## src/rtl/regfile_sb.sv

```systemverilog
// Multi-port register file with per-register pending-write scoreboard and optional write bypass.
// Latency: reads, busy and iss_ready are combinational; write/issue effects and pend_cnt appear one edge later.
// Backpressure: iss_ready drops on a WAW hazard and issues are ignored until the old producer retires.
module regfile_sb #(
  parameter int XLEN     = 32,
  parameter int NREG     = 32,
  parameter int NRP      = 2,
  parameter int BYPASS   = 1,
  parameter int ZERO_REG = 1,
  localparam int AW      = $clog2(NREG)
) (
  input  logic               clk,
  input  logic               reset,
  input  logic [NRP*AW-1:0]  rs_addr,
  output logic [NRP*XLEN-1:0] rs_data,
  output logic [NRP-1:0]     rs_busy,
  input  logic               we,
  input  logic [AW-1:0]      rd,
  input  logic [XLEN-1:0]    wdata,
  input  logic               iss_valid,
  input  logic [AW-1:0]      iss_rd,
  output logic               iss_ready,
  output logic [AW:0]        pend_cnt
);

  localparam logic [AW:0] NREG_L = (AW+1)'(NREG);

  logic [XLEN-1:0] x [NREG];
  logic [NREG-1:0] pend;

  logic wr_hit;
  logic iss_mark;
  logic iss_pend;
  logic wr_pend;
  logic cnt_set;
  logic cnt_clr;

  // A register can hold state only if it exists and is not the hardwired zero
  function automatic logic markable(input logic [AW-1:0] a);
    return ({1'b0, a} < NREG_L) && !((ZERO_REG != 0) && (a == '0));
  endfunction

  // Scoreboard decode: hazard check, accepted issue, and counter deltas
  always_comb begin
    iss_pend = 1'b0;
    wr_pend  = 1'b0;
    if (markable(iss_rd)) iss_pend = pend[iss_rd];
    if (markable(rd))     wr_pend  = pend[rd];
    wr_hit    = we && markable(rd);
    // Unmarkable destinations never stall; a same-cycle retire lifts a WAW stall
    iss_ready = !iss_pend || (we && (rd == iss_rd));
    iss_mark  = iss_valid && iss_ready && markable(iss_rd);
    // Count only real transitions of pending bits so pend_cnt equals their population
    cnt_set   = iss_mark && !iss_pend;
    cnt_clr   = wr_hit && wr_pend && !(iss_mark && (iss_rd == rd));
  end

  // Register storage: writeback updates the architectural value
  always_ff @(posedge clk or posedge reset) begin
    if (reset) begin
      for (int i = 0; i < NREG; i++) x[i] <= '0;
    end else if (wr_hit) begin
      x[rd] <= wdata;
    end
  end

  // Pending bits: writeback clears, accepted issue sets; set is applied last so it wins
  always_ff @(posedge clk or posedge reset) begin
    if (reset) begin
      pend <= '0;
    end else begin
      if (wr_hit)   pend[rd]     <= 1'b0;
      if (iss_mark) pend[iss_rd] <= 1'b1;
    end
  end

  // Running count of pending registers
  always_ff @(posedge clk or posedge reset) begin
    if (reset) begin
      pend_cnt <= '0;
    end else if (cnt_set != cnt_clr) begin
      if (cnt_set) pend_cnt <= pend_cnt + 1'b1;
      else         pend_cnt <= pend_cnt - 1'b1;
    end
  end

  // Read ports: zero/out-of-range reads give 0, bypass forwards in-flight writeback data
  for (genvar p = 0; p < NRP; p++) begin : g_rd
    logic [AW-1:0]   a;
    logic [XLEN-1:0] d;
    logic            b;

    assign a = rs_addr[p*AW +: AW];

    // Per-port operand and hazard selection
    always_comb begin
      d = '0;
      b = 1'b0;
      if (markable(a)) begin
        if ((BYPASS != 0) && we && (rd == a)) begin
          d = wdata;
        end else begin
          d = x[a];
          b = pend[a];
        end
      end
    end

    assign rs_data[p*XLEN +: XLEN] = d;
    assign rs_busy[p]              = b;
  end

endmodule

```

## config.mk

```make
export PLATFORM = sky130hd
export DESIGN_NAME = regfile_sb
export DESIGN_NICKNAME = d
export VERILOG_FILES = /design/src/rtl/regfile_sb.sv
export SDC_FILE = /design/constraint.sdc
export NUM_CORES = 2
export LEC_CHECK = 0
export ABC_CLOCK_PERIOD_IN_PS = 107100
export BUFFER_PORTS_ARGS = -buffer_cell sky130_fd_sc_hd__buf_2
export CAP_MARGIN = 20
export CORE_MARGIN = 4
export CORE_UTILIZATION = 64
export CTS_CLUSTER_SIZE = 12
export DETAILED_ROUTE_END_ITERATION = 12
export PLACE_DENSITY = 0.87
export SLEW_MARGIN = 20
export SYNTH_ARGS = -nofsm -noshare
export SYNTH_HDL_FRONTEND = slang
export SYNTH_SLANG_ARGS = --single-unit
```

## constraint.sdc

```tcl
create_clock -name clk -period 107.1 [get_ports clk]
set_clock_uncertainty 0.05 [all_clocks]
set_input_delay 21.42 -clock clk [delete_from_list [all_inputs] [get_ports clk]]
set_output_delay 21.42 -clock clk [all_outputs]
set_load 0.03 [all_outputs]
```

-- Word level (Yosys, flattened, before mapping)
Cells that the tools add are included.
- register bits: 1062
- output and inout port bits: 73
- word-level logic and storage cells: 113
- add/subtract/negate cells: 2
- magnitude comparators: 10
- equal/unequal tests: 5
- mux-type cells: 34
- bitwise logic cells: 6
- reductions and logical operators: 22
- operator list (kind ; number):
    bitwise mux 1024 bit ; 1
    2-to-1 mux 32 bit ; 11
    binary-select mux 32 bit (select 5 bit) ; 2
    demux 32 bit (select 5 bit) ; 1
    bitwise AND 32 bit ; 1
    inverter 32 bit ; 1
    OR 32 bit ; 1
    less-than comparator 5 x 6 -> 1 bit (second input constant) ; 4
    binary-select mux 1 bit (select 5 bit) ; 4
    equality test 5 bit ; 4
    zero test 5 bit ; 4
    greater-or-equal comparator 6 bit (second input constant) ; 3
    inverter 5 -> 6 bit ; 3
    logical AND 1 bit ; 13
    2-to-1 mux 1 bit ; 12
    demux 1 bit (select 5 bit) ; 2
    greater-or-equal comparator 5 x 1 -> 1 bit (second input constant) ; 2
    adder 6 x 1 -> 6 bit (second input constant) ; 1
    less-than comparator 6 x 1 -> 1 bit (second input constant) ; 1
    2-to-1 mux 6 bit ; 1
    subtractor 6 x 1 -> 6 bit (second input constant) ; 1
    zero test 1 bit ; 4
    logical OR 1 bit ; 1
    inequality test 1 bit ; 1

-- Longest topological paths before layout
- depth in word-level cells: 11
- gate-level depth with buffers: 14

-- Least setup slack after synthesis
Ideal clock, no wire load.
- path type: in2out
- from: in rs_addr[0]
- to: out rs_data[10]
- arrival time: 23.748 ns
- slack: 61.882 ns
- stages on the path: 9
- buffers on the path: 5
- cell sequence: clkbuf_2 > buf_2 > buf_2 > xor2_1 > nor4_1 > nand3_1 > buf_2 > clkbuf_1 > a211oi_1
- word-level cells in the longest chain between the ends: 6
- elaborated cells on any way between the ends: 9
- those cells by class: 1 x eq/ne; 5 x mux; 1 x bitwise; 2 x reduce/logical
- ends and longest elaborated chain (item ; RTL line ; source):
    start: declaration ; 14 ; input logic [NRP*AW-1:0] rs_addr,
    inverter 5 -> 6 bit (not written as such) ; 103 ; d = x[a];
    binary-select mux 32 bit (select 5 bit) ; 103 ;
    2-to-1 mux 32 bit (not written as such) (2 in series) ; 103 ;
    2-to-1 mux 32 bit ; 100 ; if ((BYPASS != 0) && we && (rd == a)) begin
    2-to-1 mux 32 bit * ; 99 ; if (markable(a)) begin
    end: declaration ; 15 ; output logic [NRP*XLEN-1:0] rs_data,
Mark *: on every way between the ends. The rest lies on a longest branch, timed or not. The select of a mux whose other input is x is not followed.

-- Worst setup path in the final report
- from: in rs_addr[0]
- to: out rs_data[23]
The elaborated chain is that of the path after synthesis.

==> results.yml <==
worst_hold_path:
  hold_path.class: "flop to flop"
  worst_hold_path.num_cells: 0
timing:
  setup_viol: 0
  rsz0062_at_grt: "false"
  period_minus_slack_ns: 46.97
  holdWs_ns: 0.344
  max_clock_freq_mhz: 21.3
  drv_slew: 0
  tns_ns: 0
  fin_crit_sh_pct: 43.9
  tightest_slew_ns: 1.21
  hold_viol: 0
  slew_headroom_pct: 19.2
drt:
  routed_via_density: 7.59
  dr.pass1.iters: 5
  finalWirelength_mm: 161
  ant_nets: 0
  drc_errors: 0
  post_drt_wl_per_cell_um: 33.6
  num_vias: 36400
  drt_iter0_markers: 4579
power:
  p_int_mw: 0.857
  power.switching_mw: 0.337
  swShare_pct: 28.2
  power_frac_comb_pct: 23.1
  ir_drop_v: 0.0000149
  finalPower_mw: 1.19
  seq_power_share_pct: 45.2
  pwr-share-clk_pct: 31.7
  p_per_area_mw_per_mm2: 19.2
  leakagePower_nw: 26.9
final_layout:
  final_cell_mix: "dfrtp_1 (1062), mux2_2 (992), mux4_2 (629), mux2i_1 (139), buf_2 (118)"
  layout_commonest_cell: "dfrtp_1"
  final_core_util_pct: 70.2
  nets: 3618
  area_growth_pct: 8.08
  drive_gt1_share_pct: 55.5
cts:
  cts_resized: 0
  clk_pin_slew_ns: 0.06
  clk_path_buf_depth: 3
  cts.sinks: 1062
  cts_setup_buffers: 0
  cts_tree: "built"
  h-tree-depth: 3
  hold_buffers: 0
  clock_latency_ns: 0.67
  cts_inserted_buffers: 109
  cts_root_buffer: "clkbuf_16"
yosys:
  mappedNetlistNets: 3750
  ys_ff_latch: 1062
  synth_ff_type: "dfrtp_1"
  synth_cell_type_count: 56
  syn-cell-area_mm2: 0.0577
  synth_edf_count: 0
  synth_seq_area_share_pct: 46.0
  yosys_warnings: 0
  synthCells: 3689
  postSynth.asyncResetShare_pct: 100
  syn_avg_cell_area_um2: 15.6
global_routing:
  grt.total_usage_pct: 34.7
  antenna_found_initial: 2
  grt_pass1_vias: 38600
  grt_pass1_wl_mm: 245
  grt_overflow_total: 0
  grt_max_degree: 188
critical_path:
  cp_max_fo: 76
  r2r_cells: 12
  startpoint_type: "primary input"
  critPathArrivalTime_ns: 25.50
  critical_path_class: "primary input to output pin"
  cp-end-kind: "output pin"
  cp.required_ns: 85.63
run_status:
  status: "completed"
floorplanning:
  die_y_um: 308
  rows: 109
  dieArea_mm2: 0.0951
  core_area_mm2: 0.0889
  io-pin-count: 129
  die_x_um: 308
  start_util_pct: 64.9
job:
  max_cap_violations: 0
place:
  portBuffers: 128
  gp_congestion: 0.864
  dp_hpwl_mm: 84.3
power groups by stage:
stage               logic (mW)  registers, mW  clock network (mW)
floorplan                0.220          0.526                   0
global placement         0.264          0.535                   0
detailed placement       0.273          0.543                   0
CTS                      0.276          0.537               0.381
global route             0.294          0.548               0.398
finish                   0.276          0.541               0.378
sequential cells by signal, indices dropped and copies added (netlist names):
| register | flops |
|---|---|
| pend | 32 |
| pend_cnt | 6 |
| x | 1024 |
synthesized netlist by cell type, types with 3 or more instances:
library cell / instances / area (um^2)
nor3_1: 7 / 35.0
nor2b_1: 4 / 25.0
dfrtp_1: 1062 / 26600
nor4_1: 4 / 25.0
mux2i_1: 139 / 1390
ha_1: 4 / 50.1
or2_2: 3 / 18.8
nand3b_1: 8 / 60.1
mux2_2: 992 / 11200
a221oi_1: 16 / 140
nor2_1: 92 / 345
nand2_1: 53 / 199
or3_1: 10 / 62.6
a22oi_1: 9 / 67.6
a21oi_1: 15 / 75.1
a211oi_1: 62 / 465
buf_4: 10 / 75.1
o22ai_1: 4 / 25.0
mux4_2: 629 / 14200
buf_1: 73 / 274
o221ai_1: 11 / 96.3
o211ai_1: 8 / 60.1
and3_1: 8 / 50.1
clkbuf_1: 240 / 901
o21ai_0: 46 / 230
inv_1: 13 / 48.8
xnor2_1: 9 / 78.8
buf_2: 102 / 510
nand3_1: 13 / 65.1
xor2_1: 11 / 96.3
cells by family (layout without fill, tap and decap cells):
group | after synthesis | count (layout) | synth area share [%]
AOI/OAI and AO/OA | 184 | 184 | 2.30
xor gates and xnor gates | 20 | 20 | 0.303
adders and majority gates | 5 | 5 | 0.121
buffers and inverters | 442 | 388 | 3.18
DFF | 1062 | 1062 | 46.0
muxes | 1762 | 1762 | 46.4
other | 0 | 2 | 0
and+or+nand+nor | 214 | 214 | 1.71
stage by stage:
| step | std cells | setup slack [ns] | area [um^2] |
|---|---|---|---|
| 2_1_floorplan | 3689 | 55.74 | 57700 |
| 3_3_place_gp | 4611 | 60.01 | 58800 |
| 3_5_place_dp | 4611 | 59.99 | 58800 |
| 4_1_cts | 4800 | 59.99 | 62400 |
| 5_1_grt | 4801 | 59.75 | 62400 |
| 6_report | 4802 | 60.13 | 62400 |
final timing paths:
check,from,to,slack (ns)
max reg2reg,pend[24]$_DFF_PP0_,pend_cnt[5]$_DFFE_PP0P_,103.81
min reg2reg,x[1003]$_DFFE_PP0P_,x[1003]$_DFFE_PP0P_,0.34
min in group asynchronous,reset,pend_cnt[3]$_DFFE_PP0P_,20.83
min,x[1003]$_DFFE_PP0P_,x[1003]$_DFFE_PP0P_,0.34
max in group asynchronous,reset,x[339]$_DFFE_PP0P_,83.13
max,rs_addr[0],rs_data[23],60.13
per-layer routing:
layer	part of all wire, %	GRT usage (%)	wire, um
met5	0	0	0
met4	6.0	18.2	9680
met3	10	7.96	16900
met2	48	54.5	77100
met1	36	46.0	57700
area by class of cell:
type	count	area, um^2
fillers	5473	26500
repair buffers	184	1180
clock inverters	13	140
inverters	15	66.3
diodes	2	5.00
flip-flops and latches	1062	26600
multi-input cells	2185	29600
well taps	1165	1460
clock buffers	176	3370
worst max-delay path, stage by stage:
cell and delay, ns:
buf_8 0.64, buf_4 0.69, xor2_1 0.14, nor4_1 0.46, nand3_4 0.89, a211oi_1 0.85
buf_2 0.31
Note: power is estimated with default switching activity, not from simulation.
